--- src/rtl/rr_arb_pkg.sv ---
`default_nettype none
// ============================================================================
// Module : rr_arb_pkg
// Purpose: Shared constants and types for the round-robin arbiter and its
//          client-side requester (default client count, pending-count width,
//          starvation bound, and the client bit-vector type).
// Ports  : none (package)
// Rev    : 1.0  initial release
// ============================================================================
package rr_arb_pkg;

  localparam int CLIENTS_DEF  = 32;
  localparam int CNT_W_DEF    = 4;
  localparam int MAX_WAIT_DEF = 31;

  // One bit per client; shared with rr_arbiter so both ends agree on width.
  typedef logic [CLIENTS_DEF-1:0] client_vec_t;

endpackage : rr_arb_pkg
`default_nettype wire

--- src/rtl/rr_arb_requester_if.sv ---
`default_nettype none
// ============================================================================
// Module : rr_arb_requester_if
// Purpose: Bundle of the requester <-> arbiter/client signals.
// Ports  : push, grant, stall      -> into the requester
//          request, full, overflow,
//          starve, grant_err       <- out of the requester
//          modport slave  : requester view
//          modport master : driver/observer view (clients + arbiter side)
// Rev    : 1.0  initial release
// ============================================================================
interface rr_arb_requester_if
  import rr_arb_pkg::*;
#(
  parameter int CLIENTS = CLIENTS_DEF
) ();

  logic [CLIENTS-1:0] push;
  logic [CLIENTS-1:0] grant;
  logic               stall;
  logic [CLIENTS-1:0] request;
  logic [CLIENTS-1:0] full;
  logic [CLIENTS-1:0] overflow;
  logic [CLIENTS-1:0] starve;
  logic               grant_err;

  modport slave (
    input  push, grant, stall,
    output request, full, overflow, starve, grant_err
  );

  modport master (
    output push, grant, stall,
    input  request, full, overflow, starve, grant_err
  );

endinterface : rr_arb_requester_if
`default_nettype wire

--- src/rtl/rr_arb_client_slot.sv ---
`default_nettype none
// ============================================================================
// Module : rr_arb_client_slot
// Purpose: State for one client: saturating pending-request counter, wait
//          counter, and sticky overflow / starvation flags.
// Ports  : clock, reset         clock and synchronous active-high reset
//          push                 add one pending request
//          grant                this client's grant bit from the arbiter
//          stall                arbiter stall, freezes the wait counter
//          request              pending count non-zero
//          full                 pending count at maximum
//          overflow             sticky: push dropped because full
//          starve               sticky: waited beyond MAX_WAIT cycles
// Rev    : 1.0  initial release
// ============================================================================
module rr_arb_client_slot
  import rr_arb_pkg::*;
#(
  parameter int CNT_W    = CNT_W_DEF,
  parameter int MAX_WAIT = MAX_WAIT_DEF
) (
  input  wire logic clock,
  input  wire logic reset,
  input  wire logic push,
  input  wire logic grant,
  input  wire logic stall,
  output logic      request,
  output logic      full,
  output logic      overflow,
  output logic      starve
);

  localparam int                WAIT_W       = $clog2(MAX_WAIT + 2);
  localparam logic [CNT_W-1:0]  C_CNT_MAX    = '1;
  localparam logic [CNT_W-1:0]  C_CNT_ONE    = CNT_W'(1);
  localparam logic [WAIT_W-1:0] C_WAIT_MAX   = '1;
  localparam logic [WAIT_W-1:0] C_WAIT_ONE   = WAIT_W'(1);
  localparam logic [WAIT_W-1:0] C_WAIT_LIMIT = WAIT_W'(MAX_WAIT);

  logic [CNT_W-1:0]  r_pend_cnt;
  logic [WAIT_W-1:0] r_wait_cnt;
  logic              r_overflow;
  logic              r_starve;

  logic [CNT_W-1:0]  w_pend_nxt;
  logic [WAIT_W-1:0] w_wait_nxt;
  logic              w_ret;
  logic              w_wait_inc;
  logic              w_ovf_set;
  logic              w_starve_set;

  assign request = (r_pend_cnt != '0);
  assign full    = (r_pend_cnt == C_CNT_MAX);

  // A grant only retires something if a request is actually outstanding.
  assign w_ret      = grant & request;
  assign w_wait_inc = request & ~w_ret & ~stall;

  always_comb begin
    w_pend_nxt = r_pend_cnt;
    w_ovf_set  = 1'b0;
    if (push && !w_ret) begin
      if (full) begin
        w_ovf_set = 1'b1;             // saturate instead of wrapping
      end else begin
        w_pend_nxt = r_pend_cnt + C_CNT_ONE;
      end
    end else if (!push && w_ret) begin
      w_pend_nxt = r_pend_cnt - C_CNT_ONE;
    end
    // push & ret: one in, one out -> unchanged, even when full
  end

  always_comb begin
    w_wait_nxt = r_wait_cnt;
    if (!request || w_ret) begin
      w_wait_nxt = '0;
    end else if (!stall && (r_wait_cnt != C_WAIT_MAX)) begin
      w_wait_nxt = r_wait_cnt + C_WAIT_ONE;
    end
  end

  assign w_starve_set = w_wait_inc && (r_wait_cnt == C_WAIT_LIMIT);

  always_ff @(posedge clock) begin
    if (reset) begin
      r_pend_cnt <= '0;
      r_wait_cnt <= '0;
      r_overflow <= 1'b0;
      r_starve   <= 1'b0;
    end else begin
      r_pend_cnt <= w_pend_nxt;
      r_wait_cnt <= w_wait_nxt;
      if (w_ovf_set)    r_overflow <= 1'b1;
      if (w_starve_set) r_starve   <= 1'b1;
    end
  end

  assign overflow = r_overflow;
  assign starve   = r_starve;

  // An ungranted request must stay up: the arbiter relies on it.
  a_req_hold : assert property (@(posedge clock) disable iff (reset)
    request && !grant |=> request);

  a_wait_idle : assert property (@(posedge clock) disable iff (reset)
    !request |-> (r_wait_cnt == '0));

endmodule : rr_arb_client_slot
`default_nettype wire

--- src/rtl/rr_arb_requester.sv ---
`default_nettype none
// ============================================================================
// Module : rr_arb_requester
// Purpose: Client-side counterpart of the round-robin arbiter. Turns per-client
//          push pulses into a stable request vector, retires requests on grant
//          and flags overflow, starvation and illegal grants (all sticky).
// Ports  : clock, reset   clock and synchronous active-high reset
//          bus (slave)    push/grant/stall in; request/full/overflow/
//                         starve/grant_err out
// Rev    : 1.0  initial release
// ============================================================================
module rr_arb_requester
  import rr_arb_pkg::*;
#(
  parameter int CLIENTS  = CLIENTS_DEF,
  parameter int CNT_W    = CNT_W_DEF,
  parameter int MAX_WAIT = MAX_WAIT_DEF
) (
  input wire logic          clock,
  input wire logic          reset,
  rr_arb_requester_if.slave bus
);

  logic [CLIENTS-1:0] w_request;
  logic [CLIENTS-1:0] w_full;
  logic [CLIENTS-1:0] w_overflow;
  logic [CLIENTS-1:0] w_starve;
  logic               w_grant_bad;
  logic               r_grant_err;

  for (genvar gi = 0; gi < CLIENTS; gi++) begin : g_slot
    rr_arb_client_slot #(
      .CNT_W    (CNT_W),
      .MAX_WAIT (MAX_WAIT)
    ) u_slot (
      .clock    (clock),
      .reset    (reset),
      .push     (bus.push[gi]),
      .grant    (bus.grant[gi]),
      .stall    (bus.stall),
      .request  (w_request[gi]),
      .full     (w_full[gi]),
      .overflow (w_overflow[gi]),
      .starve   (w_starve[gi])
    );
  end

  // Grant legality is checked regardless of stall.
  assign w_grant_bad = !$onehot0(bus.grant) || (|(bus.grant & ~w_request));

  always_ff @(posedge clock) begin
    if (reset) begin
      r_grant_err <= 1'b0;
    end else if (w_grant_bad) begin
      r_grant_err <= 1'b1;
    end
  end

  assign bus.request   = w_request;
  assign bus.full      = w_full;
  assign bus.overflow  = w_overflow;
  assign bus.starve    = w_starve;
  assign bus.grant_err = r_grant_err;

endmodule : rr_arb_requester
`default_nettype wire

--- src/flat_wrapper.sv ---
// flat-port wrapper written by rule: the top's interface ports become plain ports
module rr_arb_requester_flat import rr_arb_pkg::*;
#(
  parameter int CLIENTS  = CLIENTS_DEF,
  parameter int CNT_W    = CNT_W_DEF,
  parameter int MAX_WAIT = MAX_WAIT_DEF
)
  (clock, reset, bus_push, bus_grant, bus_stall, bus_request, bus_full, bus_overflow, bus_starve, bus_grant_err);
  rr_arb_requester_if #(.CLIENTS(CLIENTS)) bus_i ();
  input wire logic clock;
  input wire logic reset;
  input wire logic [$bits(bus_i.push)-1:0] bus_push;
  input wire logic [$bits(bus_i.grant)-1:0] bus_grant;
  input wire logic [$bits(bus_i.stall)-1:0] bus_stall;
  output wire logic [$bits(bus_i.request)-1:0] bus_request;
  output wire logic [$bits(bus_i.full)-1:0] bus_full;
  output wire logic [$bits(bus_i.overflow)-1:0] bus_overflow;
  output wire logic [$bits(bus_i.starve)-1:0] bus_starve;
  output wire logic [$bits(bus_i.grant_err)-1:0] bus_grant_err;
  assign bus_i.push = bus_push;
  assign bus_i.grant = bus_grant;
  assign bus_i.stall = bus_stall;
  assign bus_request = bus_i.request;
  assign bus_full = bus_i.full;
  assign bus_overflow = bus_i.overflow;
  assign bus_starve = bus_i.starve;
  assign bus_grant_err = bus_i.grant_err;
  rr_arb_requester #(.CLIENTS(CLIENTS), .CNT_W(CNT_W), .MAX_WAIT(MAX_WAIT)) u_core (.clock(clock), .reset(reset), .bus(bus_i));
endmodule
--- config.mk ---
export PLATFORM = sky130hd
export DESIGN_NAME = rr_arb_requester_flat
export DESIGN_NICKNAME = d
export VERILOG_FILES = /design/src/rtl/rr_arb_pkg.sv /design/src/rtl/rr_arb_requester_if.sv /design/src/rtl/rr_arb_client_slot.sv /design/src/rtl/rr_arb_requester.sv /design/src/flat_wrapper.sv
export SDC_FILE = /design/constraint.sdc
export NUM_CORES = 1
export LEC_CHECK = 0
export CELL_PAD_IN_SITES_DETAIL_PLACEMENT = 0
export CELL_PAD_IN_SITES_GLOBAL_PLACEMENT = 1
export CORE_MARGIN = 3
export CORE_UTILIZATION = 40
export CTS_BUF_LIST = sky130_fd_sc_hd__clkbuf_16
export CTS_CLUSTER_SIZE = 12
export DETAILED_ROUTE_END_ITERATION = 16
export GPL_TIMING_DRIVEN = 0
export HOLD_SLACK_MARGIN = 0.06
export PLACE_DENSITY_LB_ADDON = 0.1
export SKIP_LAST_GASP = 1
export SLEW_MARGIN = 20
export SYNTH_ARGS = -nofsm -noshare
export SYNTH_HDL_FRONTEND = slang
export SYNTH_SLANG_ARGS = --single-unit
--- constraint.sdc ---
create_clock -name clock -period 6.3 [get_ports clock]
set_clock_uncertainty 0.05 [all_clocks]
set_input_delay 0.945 -clock clock [delete_from_list [all_inputs] [get_ports clock]]
set_output_delay 0.945 -clock clock [all_outputs]
set_load 0.02 [all_outputs]
==> Yosys cells after proc, flatten, opt, wreduce, memory -nomap -nowiden <==
Index checks and enable logic that the tools add are counted.
{ "classes": {"add_sub_neg": 127, "mul": 0, "n_div": 0, "n_lt_le_gt_ge": 1, "n_eq_ne": 128, "shift": 0, "muxes": 160, "bitwise_logic": 131, "n_reduce_logical": 388} }
{ "op_table": {"columns": ["cell", "n"], "rows": [
  ["$mux W4", 96],
  ["$add A6 B1 Y6 const B", 32],
  ["$eq A6 B5 Y1 const B", 32],
  ["$ne A6 B6 Y1 const B", 32],
  ["$add A4 B1 Y4 const B", 32],
  ["$eq A4 B4 Y1 const B", 32],
  ["$logic_and A1 B1 Y1", 128],
  ["$reduce_bool A4 Y1", 32],
  ["$sub A4 B1 Y4 const B", 32],
  ["$logic_not A1 Y1", 98],
  ["$and A1 B1 Y1", 96],
  ["$add A6 B6 Y6", 15],
  ["$mux W1", 64],
  ["$ne A2 B2 Y1 const B", 32],
  ["$reduce_and A2 Y1", 32],
  ["$reduce_bool A2 Y1", 32],
  ["$reduce_or A2 Y1", 32],
  ["$logic_or A1 B1 Y1", 33],
  ["$not A1 Y1", 33],
  ["$add A1 B1 Y2", 16],
  ["$and A32 B32 Y32", 1],
  ["$not A32 Y32", 1],
  ["$reduce_or A32 Y1", 1],
  ["$le A6 B1 Y1 const B", 1]
]} }
{ "totals": {"ff_bits": 385, "latch_bits": 0, "mem_bits_rw": 0, "rom_bits": 0, "in_bits": 67, "output_inout_bits": 129, "wordCells": 1064, "memories": 0} }

==> Logic depth before layout (Yosys ltp) <==
Gate-level depths: netlist of run 1.
{ "depth": {"ltp_word": 8, "depth_mapped": 18, "ltp_nobuf": 18} }

==> By module <==
A second synthesis of run 1 with hierarchy kept.
{ "unflattened": {"cells_unflattened": 2446, "hier_area_um2": 23078.4} }
{ "modules_own_cells": {"columns": ["mod", "instances", "cells_per_inst", "area_each_um2", "seq_area_each_um2"], "rows": [
  ["rr_arb_client_slot (u_core.g_slot[0].u_slot ...)", 31, 73, 690.7, 240.2],
  ["rr_arb_requester", 1, 107, 991.0, 20.0],
  ["rr_arb_client_slot (u_core.g_slot[9].u_slot)", 1, 76, 676.9, 240.2]
]} }

==> Worst setup path before layout of run 1 <==
OpenSTA, ideal clock, no wires.
{ "synth_timing": {"kind": "in2reg", "from": "input port bus_grant[0]", "to": "register u_core.r_grant_err, in the netlist u_core.bus.grant_err", "setup_time_ps": 141, "arrival_ps": 5070, "required_time_ps": 6109, "setup_slack_ps": 1039, "cell_stages": 16, "n_path_buf": 0, "path_cell_list": "ha_1 -> fa_1 -> inv_1 -> fa_1 -> fa_1 -> fa_1 -> fa_1 -> inv_1 -> ha_1 -> inv_1 -> fa_1 -> a211o_1 -> a22oi_1 -> nand4_1 -> nor3_1 -> a41oi_1"} }
{ "synth_via": {"elab_chain_cells": 8, "word_cells_on_any_way": 10, "classes_between": "add/sub (5); order compare (1); bitwise (1); reduce/logical (3)"} }
{ "synth_rtl": {"columns": ["element", "line_no", "text"], "rows": [
  ["start: declaration", "flat_wrapper.sv:13", "input wire logic [$bits(bus_i.grant)-1:0] bus_grant;"],
  ["$add A1 B1 Y2 (not written as such)", "rr_arb_requester.sv:49", "assign w_grant_bad = !$onehot0(bus.grant) || (|(bus.grant & ~w_request));"],
  ["$add A6 B6 Y6 (not written as such) (4 in a row)", "rr_arb_requester.sv:49", null],
  ["$le A6 B1 Y1 (not written as such)", "rr_arb_requester.sv:49", null],
  ["$logic_not A1 Y1", "rr_arb_requester.sv:49", null],
  ["$logic_or A1 B1 Y1 *", "rr_arb_requester.sv:49", null],
  ["end signal: assignment", "rr_arb_requester.sv:53", "r_grant_err <= 1'b0;"],
  ["end signal: assignment", "rr_arb_requester.sv:55", "r_grant_err <= 1'b1;"],
  ["end: declaration", "rr_arb_requester.sv:29", "logic r_grant_err;"]
]} }
Mark *: on every way between the ends. The rest lies on a longest branch, timed or not.
A chain may end at the register's enable or synchronous reset.

==> Final worst setup path of run 1 <==
{ "layout_timing": {"from": "input port bus_grant[26]", "to": "register u_core.r_grant_err, in the netlist u_core.bus.grant_err"} }
Same word-level chain as after synthesis.

==> metrics.yaml, run 1 <==
status:
  outcome: "completed"
clocking:
  clk_pin_slew_ns: 0.06
  cts.sinks: 385
  cts_buffers: 47
  insertion_delay_ns: 0.59
  post_cts_resized: 0
  cts_buffer_depth: 3
  htreeDepth: 2
  cts-root-buf: "clkbuf_16"
  cts_setup_buffers: 0
  ctsHoldBuffers: 0
  cts_tree: "built"
global_routing:
  grt_pass1_vias: 16423
  antenna_found_initial: 4
  grt_pass1_wl_mm: 88.0
  track_usage: 0.194
  grt_max_degree: 13
  grt-ovfl-total: 0
timing:
  slew_headroom: 0.191
  drv_slew: 0
  tightestPinTransition_ns: 1.20
  final-setup-viol-count: 0
  grt_setup_unrepaired: "false"
  hold_violations: 0
  fin_crit_sh: 0.915
  fin_tns_setup_ns: 0
  period_minus_slack_ns: 5.77
  max_freq_mhz: 173
  fin_hold_ws_ns: 0.403
logic_synthesis:
  ys_types: 45
  syn_area_mm2: 0.0218
  ys_seq_elements: 385
  synthMuxAreaShare: 0.0294
  synth_simple_gate_area_share: 0.179
  yosysWarnings: 0
  synth_edf_count: 0
  syn_area_per_cell_um2: 9.39
  synth_compound_area_frac: 0.141
  synth.net_count: 2562
  ys_seq_area_frac: 0.354
  syn_inst: 2317
  synth_fa_ha_area_frac: 0.122
  async_reset_ff_frac: 0
  ys.flop_type: "dfxtp_1"
  synth_xor_area_frac: 0.100
  synth_top_family_by_area: "simple AND/OR/NAND/NOR gates"
floorplan:
  dieArea_mm2: 0.0572
  boundaryPins: 196
  start_util: 0.409
  die_w_um: 239
  fp.dieH_um: 239
  core-area_mm2: 0.0532
  rows: 84
finish:
  fin_nets: 2804
  syn2layout_area_growth_pct: 19.5
  mostFrequentLayoutCell: "dfxtp_1"
  seq_area_mm2: 0.00771
  fin_util: 0.489
  multi_input_area_mm2: 0.0124
  drive_above_1_share: 0.101
  nFillCells: 5040
  layout_common_cells: "dfxtp_1, nor2_1, clkdlybuf4s50_1"
power:
  power.leakage_nw: 10.5
  irDropWorstVdd_mv: 0.289
  powerDensity_mw_per_mm2: 411
worst_setup_path:
  arrival_ns: 6.15
  endpoint_kind: "register"
  crit_fanout: 5
  cp-start-kind: "primary input"
  path_class: "in -> reg"
  critPathRequiredTime_ns: 6.68
route:
  num_vias: 16781
  drc_errors: 0
  firstDrtPassIters: 4
  ant_nets: 0
  vias_per_cell: 5.11
  drt-initial-drc-count: 755
  wl_per_cell_um: 16.9
  totalWireLength_mm: 55.5
place:
  port_buffers: 193
  place.detailed.hpwl_mm: 41.5
  gp_congestion: 0.826
min_path:
  hp-class: "reg -> reg"
flow_run:
  drv_cap: 0
==> final timing paths <==
| kind | from | endpoint | slack, ns | cells past startpoint |
|---|---|---|---|---|
| worst min register to register | u_core.g_slot[9].u_slot.starve$_SDFFE_PP0P_ | u_core.g_slot[9].u_slot.starve$_SDFFE_PP0P_ | 0.40 | 2 |
| worst max register to register | u_core.g_slot[30].u_slot.r_pend_cnt[0]$_SDFFE_PP0P_ | u_core.g_slot[30].u_slot.r_pend_cnt[3]$_SDFFE_PP0P_ | 3.82 | 8 |
| worst min-delay path | u_core.g_slot[9].u_slot.starve$_SDFFE_PP0P_ | u_core.g_slot[9].u_slot.starve$_SDFFE_PP0P_ | 0.40 | 2 |
| worst max-delay path | bus_grant[26] | u_core.bus.grant_err$_SDFFE_PP0P_ | 0.53 | 19 |
==> final cells by class <==
cell class,instances,share of cell area
Multi-Input combinational cell,1629,0.478
Sequential cell,385,0.296
Timing Repair Buffer,193,0.0743
Clock buffer,49,0.0471
Buffer,190,0.0460
Tap cell,688,0.0331
Inverter,113,0.0163
Clock inverter,35,0.00818
Antenna cell,1,0.0000962
==> layer usage <==
metal / vias to the layer above / global-route usage / part of all wire
met5: - / 0 / 0.00020
met4: 2 / 0.0509 / 0.022
met3: 81 / 0.0350 / 0.040
met2: 240 / 0.328 / 0.47
met1: 7964 / 0.256 / 0.47
li1: 8494 / - / -
==> registers in the layout, summed over array words and instances (netlist names) <==
signal                           count
u_core.g_slot.u_slot.overflow       32
u_core.g_slot.u_slot.r_pend_cnt    128
u_core.g_slot.u_slot.starve         32
u_core.g_slot.u_slot.r_wait_cnt    192
u_core.bus.grant_err                 1
==> through the flow <==
step	setup WS (ns)	power (mW)	cell area (um^2)	instances
after detailed placement	-0.105	8.20	24600	3198
after global routing	0.282	11.5	26000	3282
after global placement	-0.0815	8.07	24500	3198
after floorplan	1.04	6.84	21800	2317
after CTS	0.510	10.8	26000	3282
final	0.534	10.7	26000	3283
==> cell families after synthesis <==
group	Yosys count
simple gates	757
fa+ha+maj	178
xor+xnor	249
compound gates	381
flops	385
buf+inv	303
mux	64
==> worst max-delay path: stages <==
cell             delay (ns)
clkdlybuf4s50_1        0.79
ha_1                   0.24
inv_1                  0.05
fa_1                   0.50
inv_1                  0.05
fa_1                   0.51
fa_1                   0.52
inv_1                  0.05
fa_1                   0.48
fa_1                   0.50
inv_1                  0.07
ha_1                   0.17
inv_1                  0.06
fa_1                   0.38
a211o_1                0.28
a22oi_1                0.14
nand4_1                0.11
nor3_1                 0.16
a41oi_1                0.13
==> cell usage after synthesis, types with 33 or more instances <==
cell	number	share of area
nor2_1	331	0.057
nand3b_1	43	0.015
and3_1	48	0.014
ha_1	120	0.069
mux2i_1	64	0.029
a211oi_1	33	0.011
o21ai_0	81	0.019
xor2_1	151	0.061
clkbuf_1	57	0.0098
nand2_1	68	0.012
a31oi_1	53	0.015
and4_1	43	0.017
nand4_1	61	0.018
buf_4	128	0.044
xnor2_1	98	0.039
nor4_1	33	0.0095
fa_1	58	0.053
a21oi_1	79	0.018
inv_1	113	0.019
or3_1	65	0.019
dfxtp_1	385	0.35
==> power by group <==
part,total (mW),internal [mW],switching (mW)
clock,2.56,1.48,1.08
sequential,3.52,2.82,0.706
combinational,4.62,2.23,2.39
(Power assumes the default switching activity.)
==> run 2: changes to the inputs <==
--- a/config.mk
+++ b/config.mk
@@ -7,7 +7,6 @@
 export LEC_CHECK = 0
 export CELL_PAD_IN_SITES_DETAIL_PLACEMENT = 0
 export CELL_PAD_IN_SITES_GLOBAL_PLACEMENT = 1
-export CORE_MARGIN = 3
 export CORE_UTILIZATION = 40
 export CTS_BUF_LIST = sky130_fd_sc_hd__clkbuf_16
 export CTS_CLUSTER_SIZE = 12
==> constraint.sdc (replaced) <==
create_clock -name clock -period 5.9 [get_ports clock]
set_clock_uncertainty 0.05 [all_clocks]
set_input_delay 0.885 -clock clock [delete_from_list [all_inputs] [get_ports clock]]
set_output_delay 0.885 -clock clock [all_outputs]
set_load 0.02 [all_outputs]
==> metrics.yaml, run 2 (same netlist as run 1, synthesis figures left out) <==
status:
  outcome: "completed"
clocking:
  cts-root-buf: "clkbuf_16"
  clk_pin_slew_ns: 0.06
  htreeDepth: 2
  cts_buffer_depth: 3
  cts.sinks: 385
  ctsHoldBuffers: 0
  cts_tree: "built"
  cts_buffers: 46
  cts_setup_buffers: 0
  insertion_delay_ns: 0.58
finish:
  largest_register: "u_core.g_slot.u_slot.r_wait_cnt"
  drive_above_1_share: 0.103
  fin_nets: 2804
  largest_register_ff_count: 192
  fin_util: 0.482
  reg_top3: "u_core.g_slot.u_slot.r_wait_cnt (192), u_core.g_slot.u_slot.r_pend_cnt (128)"
  syn2layout_area_growth_pct: 19.2
  fin_area_mm2: 0.0259
  mostFrequentLayoutCell: "dfxtp_1"
  layout_common_cells: "dfxtp_1, nor2_1, clkdlybuf4s50_1"
place:
  gp_congestion: 0.829
  postPlaceCellArea_mm2: 0.0246
  place.detailed.hpwl_mm: 41.1
  post-place-ws_ns: -0.407
  port_buffers: 193
power:
  switching_share: 0.393
  irDropWorstVdd_mv: 0.188
  power.leakage_nw: 10.5
  p_switching_mw: 4.43
  power_frac_clock: 0.230
  internal-power_mw: 6.84
  p_seq_frac: 0.333
  powerDensity_mw_per_mm2: 435
  p_comb_frac: 0.437
worst_setup_path:
  r2r_start: "u_core.g_slot[26].u_slot.r_pend_cnt[0]$_SDFFE_PP0P_"
  arrival_ns: 5.98
  crit_fanout: 4
  rrSetupSlack_ns: 3.45
  path_class: "in -> reg"
  endpoint_kind: "register"
  cp-start-kind: "primary input"
  startpoint: "bus_grant[23]"
  critPathRequiredTime_ns: 6.26
floorplan:
  fp.dieH_um: 235
  core-area_mm2: 0.0538
  boundaryPins: 196
  rows: 85
  dieArea_mm2: 0.0553
  start_util: 0.404
  die_w_um: 235
flow_run:
  drv_cap: 0
route:
  num_vias: 16869
  drc_errors: 0
  drt-initial-drc-count: 793
  vias_per_cell: 5.13
  wl_per_cell_um: 16.6
  totalWireLength_mm: 54.7
  ant_nets: 0
  firstDrtPassIters: 5
global_routing:
  grt-ovfl-total: 0
  grt_max_degree: 13
  grt_pass1_wl_mm: 87.5
  grt_pass1_vias: 16279
  antenna_found_initial: 2
  track_usage: 0.198
timing:
  slew_headroom: 0.244
  grt_setup_unrepaired: "false"
  fin_hold_ws_ns: 0.410
  fin_tns_setup_ns: 0
  period_minus_slack_ns: 5.62
  drv_slew: 0
  final-setup-viol-count: 0
  tightestPinTransition_ns: 1.12
  max_freq_mhz: 178
  fin_crit_sh: 0.952
  fin_ws_ns: 0.281
  hold_violations: 0
min_path:
  min_from: "u_core.g_slot[9].u_slot.starve$_SDFFE_PP0P_"
  hp-class: "reg -> reg"
-- run 2: area by class of cell --
cell class,instances,area [um^2]
repair buffers,194,1940
diodes,1,2.50
inverters,113,424
multi-input cells,1629,12500
flip-flops and latches,385,7710
fillers,5109,27900
clock buffers,46,1150
well taps,696,871
plain buffers,190,1200
clock inverters,35,186
-- run 2: final timing paths --
path                                                                             to  depth (start not counted)
worst max-delay path                              u_core.bus.grant_err$_SDFFE_PP0P_                         19
worst min-delay path                    u_core.g_slot[9].u_slot.starve$_SDFFE_PP0P_                          2
worst max register to register  u_core.g_slot[26].u_slot.r_pend_cnt[3]$_SDFFE_PP0P_                          8
worst min register to register          u_core.g_slot[9].u_slot.starve$_SDFFE_PP0P_                          2
-- run 2: worst max-delay path, stage by stage --
cell	delay [ns]
clkdlybuf4s50_1	0.73
ha_1	0.23
inv_1	0.06
fa_1	0.53
inv_1	0.06
fa_1	0.50
fa_1	0.51
inv_1	0.05
fa_1	0.46
fa_1	0.49
inv_1	0.07
ha_1	0.16
inv_1	0.05
fa_1	0.38
a211o_1	0.28
a22oi_1	0.14
nand4_1	0.11
nor3_1	0.14
a41oi_1	0.13
-- run 2: power groups by stage --
stage	combinational (mW)	sequential, mW	clock, mW
6_report	4.92	3.76	2.59
2_1_floorplan	3.65	3.65	0
4_1_cts	4.98	3.75	2.69
5_1_grt	5.53	3.84	2.79
3_3_place_gp	4.84	3.78	0
3_5_place_dp	4.94	3.80	0
-- run 2: through the flow --
step | power (mW) | std cells
2_1_floorplan | 7.31 | 2317
3_3_place_gp | 8.62 | 3206
3_5_place_dp | 8.74 | 3207
4_1_cts | 11.4 | 3288
5_1_grt | 12.2 | 3288
6_report | 11.3 | 3289
-- run 2: repair_timing --
action | CTS | global route
endpoints found under the hold margin | 0 | 0
gates resized for setup | 0 | 1
endpoints found under the setup margin | 0 | 1
-- run 2: routing by layer --
layer	up-vias	track usage	wire length [um]
li1	8507	-	-
met1	8057	0.263	26100
met2	226	0.332	25500
met3	79	0.0300	1780
met4	0	0.0551	1250
met5	-	0	0
==> run 3: changes to the inputs <==
--- a/config.mk
+++ b/config.mk
@@ -13,6 +13,7 @@
 export DETAILED_ROUTE_END_ITERATION = 16
 export GPL_TIMING_DRIVEN = 0
 export HOLD_SLACK_MARGIN = 0.06
+export MAX_ROUTING_LAYER = met4
 export PLACE_DENSITY_LB_ADDON = 0.1
 export SKIP_LAST_GASP = 1
 export SLEW_MARGIN = 20
==> metrics.yaml, run 3 (same netlist as run 1, synthesis figures left out) <==
status:
  outcome: "completed"
finish:
  drive_above_1_share: 0.103
  nFillCells: 5109
  largest_register_ff_count: 192
  layout_common_cells: "dfxtp_1, nor2_1, clkdlybuf4s50_1"
  mostFrequentLayoutCell: "dfxtp_1"
  fin_area_mm2: 0.0259
  largest_register: "u_core.g_slot.u_slot.r_wait_cnt"
  reg_top3: "u_core.g_slot.u_slot.r_wait_cnt (192), u_core.g_slot.u_slot.r_pend_cnt (128)"
  syn2layout_area_growth_pct: 19.2
  final_cells: 3289
  fin_nets: 2804
global_routing:
  grt_pass1_wl_mm: 87.5
  track_usage: 0.204
  antenna_found_initial: 2
  grt_max_degree: 13
  grt_pass1_vias: 16272
  grt-ovfl-total: 0
timing:
  grt_setup_unrepaired: "false"
  hold_violations: 0
  fin_tns_setup_ns: 0
  max_freq_mhz: 178
  fin_crit_sh: 0.953
  fin_hold_ws_ns: 0.410
  period_minus_slack_ns: 5.62
  drv_slew: 0
  final-setup-viol-count: 0
  fin_ws_ns: 0.280
  tightestPinTransition_ns: 1.12
  slew_headroom: 0.245
floorplan:
  rows: 85
  fp.dieH_um: 235
  start_util: 0.404
  dieArea_mm2: 0.0553
  core-area_mm2: 0.0538
  die_w_um: 235
  boundaryPins: 196
route:
  ant_nets: 0
  vias_per_cell: 5.13
  wl_per_cell_um: 16.6
  drc_errors: 0
  num_vias: 16870
  totalWireLength_mm: 54.7
  drt-initial-drc-count: 811
  firstDrtPassIters: 5
place:
  port_buffers: 193
  postPlaceCellArea_mm2: 0.0246
  gp_congestion: 0.841
  dp_cells: 3207
  post-place-ws_ns: -0.407
  place.detailed.hpwl_mm: 41.1
clocking:
  cts_buffer_depth: 3
  ctsHoldBuffers: 0
  cts.sinks: 385
  cts-root-buf: "clkbuf_16"
  htreeDepth: 2
  cts_buffers: 46
  insertion_delay_ns: 0.58
  clk_pin_slew_ns: 0.06
  cts_tree: "built"
worst_setup_path:
  critPathRequiredTime_ns: 6.26
  arrival_ns: 5.98
  rrSetupSlack_ns: 3.45
  endpoint_kind: "register"
  path_class: "in -> reg"
  cp-start-kind: "primary input"
  crit_fanout: 4
power:
  power.leakage_nw: 10.5
  powerDensity_mw_per_mm2: 435
  irDropWorstVdd_mv: 0.189
min_path:
  hp-class: "reg -> reg"
flow_run:
  drv_cap: 0
-- run 3: cell counts in the layout (fill, tap and decap cells not counted) --
No cell type changed its count.
-- run 3: repair_timing --
action | in CTS | in global routing
setup endpoints to repair | 0 | 1
buffers inserted | 0 | 0
resized for setup | 0 | 1
-- run 3: routing by layer --
layer / global-route usage / vias up / part of all wire
met2: 0.332 / 233 / 0.47
met3: 0.0300 / 79 / 0.033
met5: - / - / 0
met4: 0.0551 / 0 / 0.023
met1: 0.263 / 8057 / 0.48
li1: - / 8501 / -
-- run 3: stage by stage --
stage	total power, mW	util
floorplan	7.31	-
detailed placement	8.74	0.457
CTS	11.4	0.482
finish	11.3	0.482
global placement	8.62	0.456
global route	12.2	0.482
-- run 3: layout make-up --
class / instances / area (um^2) / area share
timing repair buffer: 194 / 1940 / 0.0748
inverter: 113 / 424 / 0.0164
sequential: 385 / 7710 / 0.297
multi-input combinational: 1629 / 12500 / 0.480
tap: 696 / 871 / 0.0336
buffer: 190 / 1200 / 0.0461
antenna: 1 / 2.50 / 0.0000965
clock buffer: 46 / 1150 / 0.0444
clock inverter: 35 / 186 / 0.00719
-- run 3: path summary, 6_finish.rpt --
path,depth (start not counted),end,startpoint
setup / recovery,19,u_core.bus.grant_err$_SDFFE_PP0P_,bus_grant[23]
hold / removal,2,u_core.g_slot[9].u_slot.starve$_SDFFE_PP0P_,u_core.g_slot[9].u_slot.starve$_SDFFE_PP0P_
setup reg to reg,8,u_core.g_slot[26].u_slot.r_pend_cnt[3]$_SDFFE_PP0P_,u_core.g_slot[26].u_slot.r_pend_cnt[0]$_SDFFE_PP0P_
hold reg to reg,2,u_core.g_slot[9].u_slot.starve$_SDFFE_PP0P_,u_core.g_slot[9].u_slot.starve$_SDFFE_PP0P_
-- run 3: where the power goes --
part	switching, mW	internal (mW)
sequential	0.755	3.01
combinational	2.54	2.38
clock	1.14	1.45
total	4.43	6.84
-- run 3: worst max-delay path: stages --
cell and delay [ns]:
clkdlybuf4s50_1 0.73, ha_1 0.23, inv_1 0.06, fa_1 0.53
inv_1 0.06, fa_1 0.50, fa_1 0.51, inv_1 0.05
fa_1 0.46, fa_1 0.49, inv_1 0.07, ha_1 0.16
inv_1 0.05, fa_1 0.38, a211o_1 0.28, a22oi_1 0.14
nand4_1 0.11, nor3_1 0.14, a41oi_1 0.13
==> RTL edit 1, RTL diff (flow settings as in run 3) <==
`CLIENTS_DEF`: 32 -> 48.
--- a/src/rtl/rr_arb_pkg.sv
+++ b/src/rtl/rr_arb_pkg.sv
@@ -9,7 +9,7 @@
 // ============================================================================
 package rr_arb_pkg;
 
-  localparam int CLIENTS_DEF  = 32;
+  localparam int CLIENTS_DEF  = 48;
   localparam int CNT_W_DEF    = 4;
   localparam int MAX_WAIT_DEF = 31;
 
Interface: changed (6 resized); port bits go from 196 to 292. The function was not compared with the original's and may differ.
==> RTL edit 1 against run 3 <==
Synthesized cell count increased by 47%; area after synthesis up 49%; design area up 50%; sequential share of layout area barely moved; wire length increased by 63%; count of clock-buffer cells in the layout increased by 25; critical path type unchanged; worst setup slack worse by 0.15 ns; sequential cell count grew 192; total power rose by 60%.
==> RTL edit 1: results (changes against run 3) <==
metric;value;unit;change
outcome;completed;;
slowest CP cell;fa_1;;
Via Count;25115;;+49%
Max stage delay on crit path;0.62;ns;-0.11 ns
Placed Area;36710;µm²;+49%
most common library cells after synthesis;dfxtp_1 (577), nor2_1 (559), xnor2_1 (239);;
placed cell count;4752;;+48%
worst hold margin;0.4143;ns;+0.004347 ns
Clk. pwr;0.00410;W;+58%
M1 GR Usage;27.77;%;+1.4 points
DP Wirelength;68110;µm;+66%
sequential power;0.00557;W;+48%
Worst R2R End;u_core.bus.grant_err;;
Critical R2R Launch;u_core.g_slot[38].u_slot.r_pend_cnt[0];;
Lkg Pwr;15.78;nW;+50%
FF-to-FF path depth;5;;-3
largest registers;u_core.g_slot.u_slot.r_wait_cnt: 288 flops, u_core.g_slot.u_slot.r_pend_cnt: 192 flops;;
Slew HR;17.15;%;-7.3 points
area grow syn2layout;20.17;%;
number of port buffers;289;;+50%
synth unique cells;54;;+20%
GRT met2 Usage;36.90;%;+3.7 points
hold_sp;u_core.g_slot[34].u_slot.starve;;
period utilisation layout;97.75;%;+2.5 points
Seq/Total Area, Yosys;35.69;%;+0.26 points
Synth Net Count;3777;;+47%
comb pwr;0.00832;W;+69%
initial antenna violation count;4;;+2
pre-CTS setup slack;-1.383;ns;-0.9759 ns
Fillers;7418;;+45%
first-pass GRT wire length;138600;µm;+58%
grt met3 use;3.164;%;+0.16 points
WHS Endpoint;u_core.g_slot[34].u_slot.starve;;
Reg2Reg Setup Slack;3.30;ns;-0.15 ns
metal2 WL;42790;µm;+67%
layout cells sized above 1;13.16;%;+2.9 points
Tot GR Track Use;22.23;%;+1.9 points
wire per inst;18.32;µm;+10%
Max rail drop VDD;0.3565;mV;+89%
Mapped Cells;3409;;+47%
CTS Buf Count;69;;+50%
drt initial violations;1164;;+44%
[RTL edit 1: changes by cell type in the layout (fill, tap and decap cells not counted), sizes merged, moves of 61 or more]
cell    before  now
inv        127  190
buf        134  232
clkbuf     103  164
nand3       13   81
nor2       331  562
xnor2       98  239
dfxtp      385  577
[RTL edit 1: how the worst max path moves through the flow]
stage	startpoint	to	depth (start not counted)
global placement	bus_grant[38]	u_core.bus.grant_err	20
finish	bus_grant[37]	u_core.bus.grant_err	18
detailed placement	bus_grant[38]	u_core.bus.grant_err	20
CTS	bus_grant[0]	u_core.bus.grant_err	18
floorplan	bus_grant[38]	u_core.bus.grant_err	19
global route	bus_grant[1]	u_core.bus.grant_err	18
[RTL edit 1: worst reg2reg max path, stage by stage, from the launching register on]
cell,delay (ns)
dfxtp_1,0.40
nor4_1,0.99
a22oi_1,0.46
nand3_1,0.31
nor4_1,0.10
a41oi_1,0.20
[RTL edit 1: final cells by class]
type / count / area share (%)
flip-flops and latches: 577 / 29.70
clock buffers: 71 / 4.568
multi-input cells: 2374 / 47.75
clock inverters: 47 / 0.9103
diodes: 4 / 0.02573
inverters: 172 / 1.660
plain buffers: 286 / 4.732
repair buffers: 294 / 7.283
well taps: 1050 / 3.378
[RTL edit 1: cell families (layout without fill, tap and decap cells)]
logic type	count (synthesis)	count (layout)	share of synthesized area, %
AO/OA/AOI/OAI	428	428	12.10
adder cells (fa/ha/maj)	269	269	12.51
flip-flops	577	577	35.69
multiplexers	96	96	2.969
AND/OR/NAND/NOR	1164	1164	17.79
buffers and inverters	458	870	7.669
XOR/XNOR	417	417	11.28
other	0	4	0
[RTL edit 1: what timing repair did]
action / in CTS / in global routing
endpoints found under the setup margin: 1 / 1
hold buffers: 0 / 0
pin swaps: 1 / 18
resized for setup: 148 / 79
buffers inserted: 0 / 1
gates cloned: 0 / 0
==> RTL edit 2, RTL diff (settings of run 3) <==
Without the edit above. Make the reset (`reset`) asynchronous in 2 clocked blocks. Comments in the files are not updated.
--- a/src/rtl/rr_arb_client_slot.sv
+++ b/src/rtl/rr_arb_client_slot.sv
@@ -82,7 +82,7 @@
 
   assign w_starve_set = w_wait_inc && (r_wait_cnt == C_WAIT_LIMIT);
 
-  always_ff @(posedge clock) begin
+  always_ff @(posedge clock or posedge reset) begin
     if (reset) begin
       r_pend_cnt <= '0;
       r_wait_cnt <= '0;
--- a/src/rtl/rr_arb_requester.sv
+++ b/src/rtl/rr_arb_requester.sv
@@ -48,7 +48,7 @@
   // Grant legality is checked regardless of stall.
   assign w_grant_bad = !$onehot0(bus.grant) || (|(bus.grant & ~w_request));
 
-  always_ff @(posedge clock) begin
+  always_ff @(posedge clock or posedge reset) begin
     if (reset) begin
       r_grant_err <= 1'b0;
     end else if (w_grant_bad) begin
Function: differs if reset is asserted again (counterexample within 4 cycles, from zero or initial values and one cycle with reset high); with reset held inactive, the same outputs for 4 cycles.
==> RTL edit 2 against run 3 <==
Total power grew 0.67%; cell count grew 0.64%; area after synthesis up 3.7%; worst setup slack got worse by 0.084 ns; sequential power rose by 11%; wire length down 4.9%; design area rose by 4.9%; sequential cell count did not move; fmax is 1.5% lower.
==> RTL edit 2: results (changes against run 3) <==
metric;value;unit;change
deepest clock path buffer count;3;;unchanged
synth unique cells;41;;-8.9%
CTS Buf Count;46;;unchanged
top post-synthesis cells by area;dfrtp_1 (43%), ha_1 (6.7%), fa_1 (5.1%), xor2_1 (5.0%), nor2_1 (4.3%);;
pre-CTS setup slack;-0.5871;ns;-0.1804 ns
final setup violating endpoints;0;;unchanged
top_reg_cell synth;dfrtp_1;;
number of port buffers;194;;+0.52%
first-pass GRT wire length;84500;µm;-3.5%
largest net degree at the start of global routing;33;;+20
PwrDens;417.2;nW/µm²;-4.1%
Vias/cell;5.066;;-1.2%
Lkg Pwr;12.63;nW;+20%
Synthesis Warnings;0;;unchanged
layout cells sized above 1;13.15;%;+2.9 points
drt initial violations;791;;-2.5%
Critical path origin;bus_grant[6];;
Fillers;5186;;+1.5%
outcome;completed;;
most common library cells after synthesis;dfrtp_1 (385), nor2_1 (261), nand2_1 (182);;
hold_sp;u_core.g_slot[18].u_slot.starve;;
vias in the first global route;16154;;-0.73%
initial antenna violation count;0;;-2
wire per inst;15.71;µm;-5.5%
Critical R2R Launch;u_core.g_slot[4].u_slot.r_pend_cnt[0];;
Max rail drop VDD;0.1962;mV;+4.1%
Slew HR;30.60;%;+6.1 points
Max stage delay on crit path;0.64;ns;-0.09 ns
Final Wtd Congestion;0.8290;;-1.5%
Post-synth ARST share;100.0;%;+100 points
Placed Area;25710;µm²;+4.6%
Antenna Cells;0;;-1
worst path arrival time;6.10;ns;+0.12 ns
DP Wirelength;38170;µm;-7.0%
Seq/Total Area, Yosys;42.71;%;+7.3 points
Clock transition at path regs;0.06;ns;about the same
Tot GR Track Use;19.02;%;-1.4 points
Clock Root Buffer;clkbuf_16;;
critical-path maximum fanout;5;;+1
final net count;2772;;-1.1%
Synth Net Count;2517;;-1.8%
==> RTL edit 2: report_power, final <==
| group | switching [W] | leakage [nW] | internal, W |
|---|---|---|---|
| Combinational | 0.00209 | 6.99 | 0.00232 |
| Clock | 0.00114 | 0.754 | 0.00162 |
| Sequential | 0.000897 | 4.89 | 0.00329 |
| Total | 0.00412 | 12.6 | 0.00723 |
==> RTL edit 2: through the flow <==
step / total power, W / cells / TNS, ns
final: 0.01135 / 3310 / 0
after global placement: 0.008489 / 3214 / -1278.49
after CTS: 0.01152 / 3310 / 0
after global routing: 0.01226 / 3310 / 0
after floorplan: 0.007353 / 2272 / -81.22
after detailed placement: 0.008678 / 3227 / -0.5871
==> RTL edit 2: per-layer routing <==
| layer | part of all wire, % | wire length [µm] | track usage [%] | up-vias |
|---|---|---|---|---|
| met5 | 0 | 0 | - | - |
| met1 | 48 | 25170 | 25.75 | 8133 |
| met3 | 2.9 | 1499 | 2.259 | 69 |
| met2 | 47 | 24220 | 29.84 | 236 |
| li1 | - | - | - | 8329 |
| met4 | 2.1 | 1096 | 5.808 | 0 |
==> RTL edit 2: kinds of logic after synthesis <==
logic type      after synthesis  synth area share (%)
fa+ha+maj                   178                 11.80
buf+inv                     288                 7.078
simple gates                752                 15.88
mux                          38                 1.869
compound gates              400                 11.69
flops                       385                 42.71
xor+xnor                    231                 8.969
==> RTL edit 2: final cells by class <==
type                       instances  share of cell area [%]
buffer                           171                   4.258
clock buffer                      49                   4.506
clock inverter                    34                  0.8139
inverter                         117                   1.628
multi-input combinational       1599                   41.72
sequential                       385                   35.41
tap                              748                   3.440
timing repair buffer             207                   8.231
==> RTL edit 2: final timing paths <==
path | to | slack (ns) | cells past startpoint
min | u_core.g_slot[18].u_slot.starve | 0.41 | 1
max | u_core.bus.grant_err | 0.20 | 16
max reg2reg | u_core.g_slot[4].u_slot.r_pend_cnt[3] | 3.31 | 8
min in group asynchronous | u_core.g_slot[28].u_slot.overflow | 0.72 | 2
max in group asynchronous | u_core.g_slot[12].u_slot.r_pend_cnt[3] | 3.79 | 6
min reg2reg | u_core.g_slot[18].u_slot.starve | 0.41 | 1
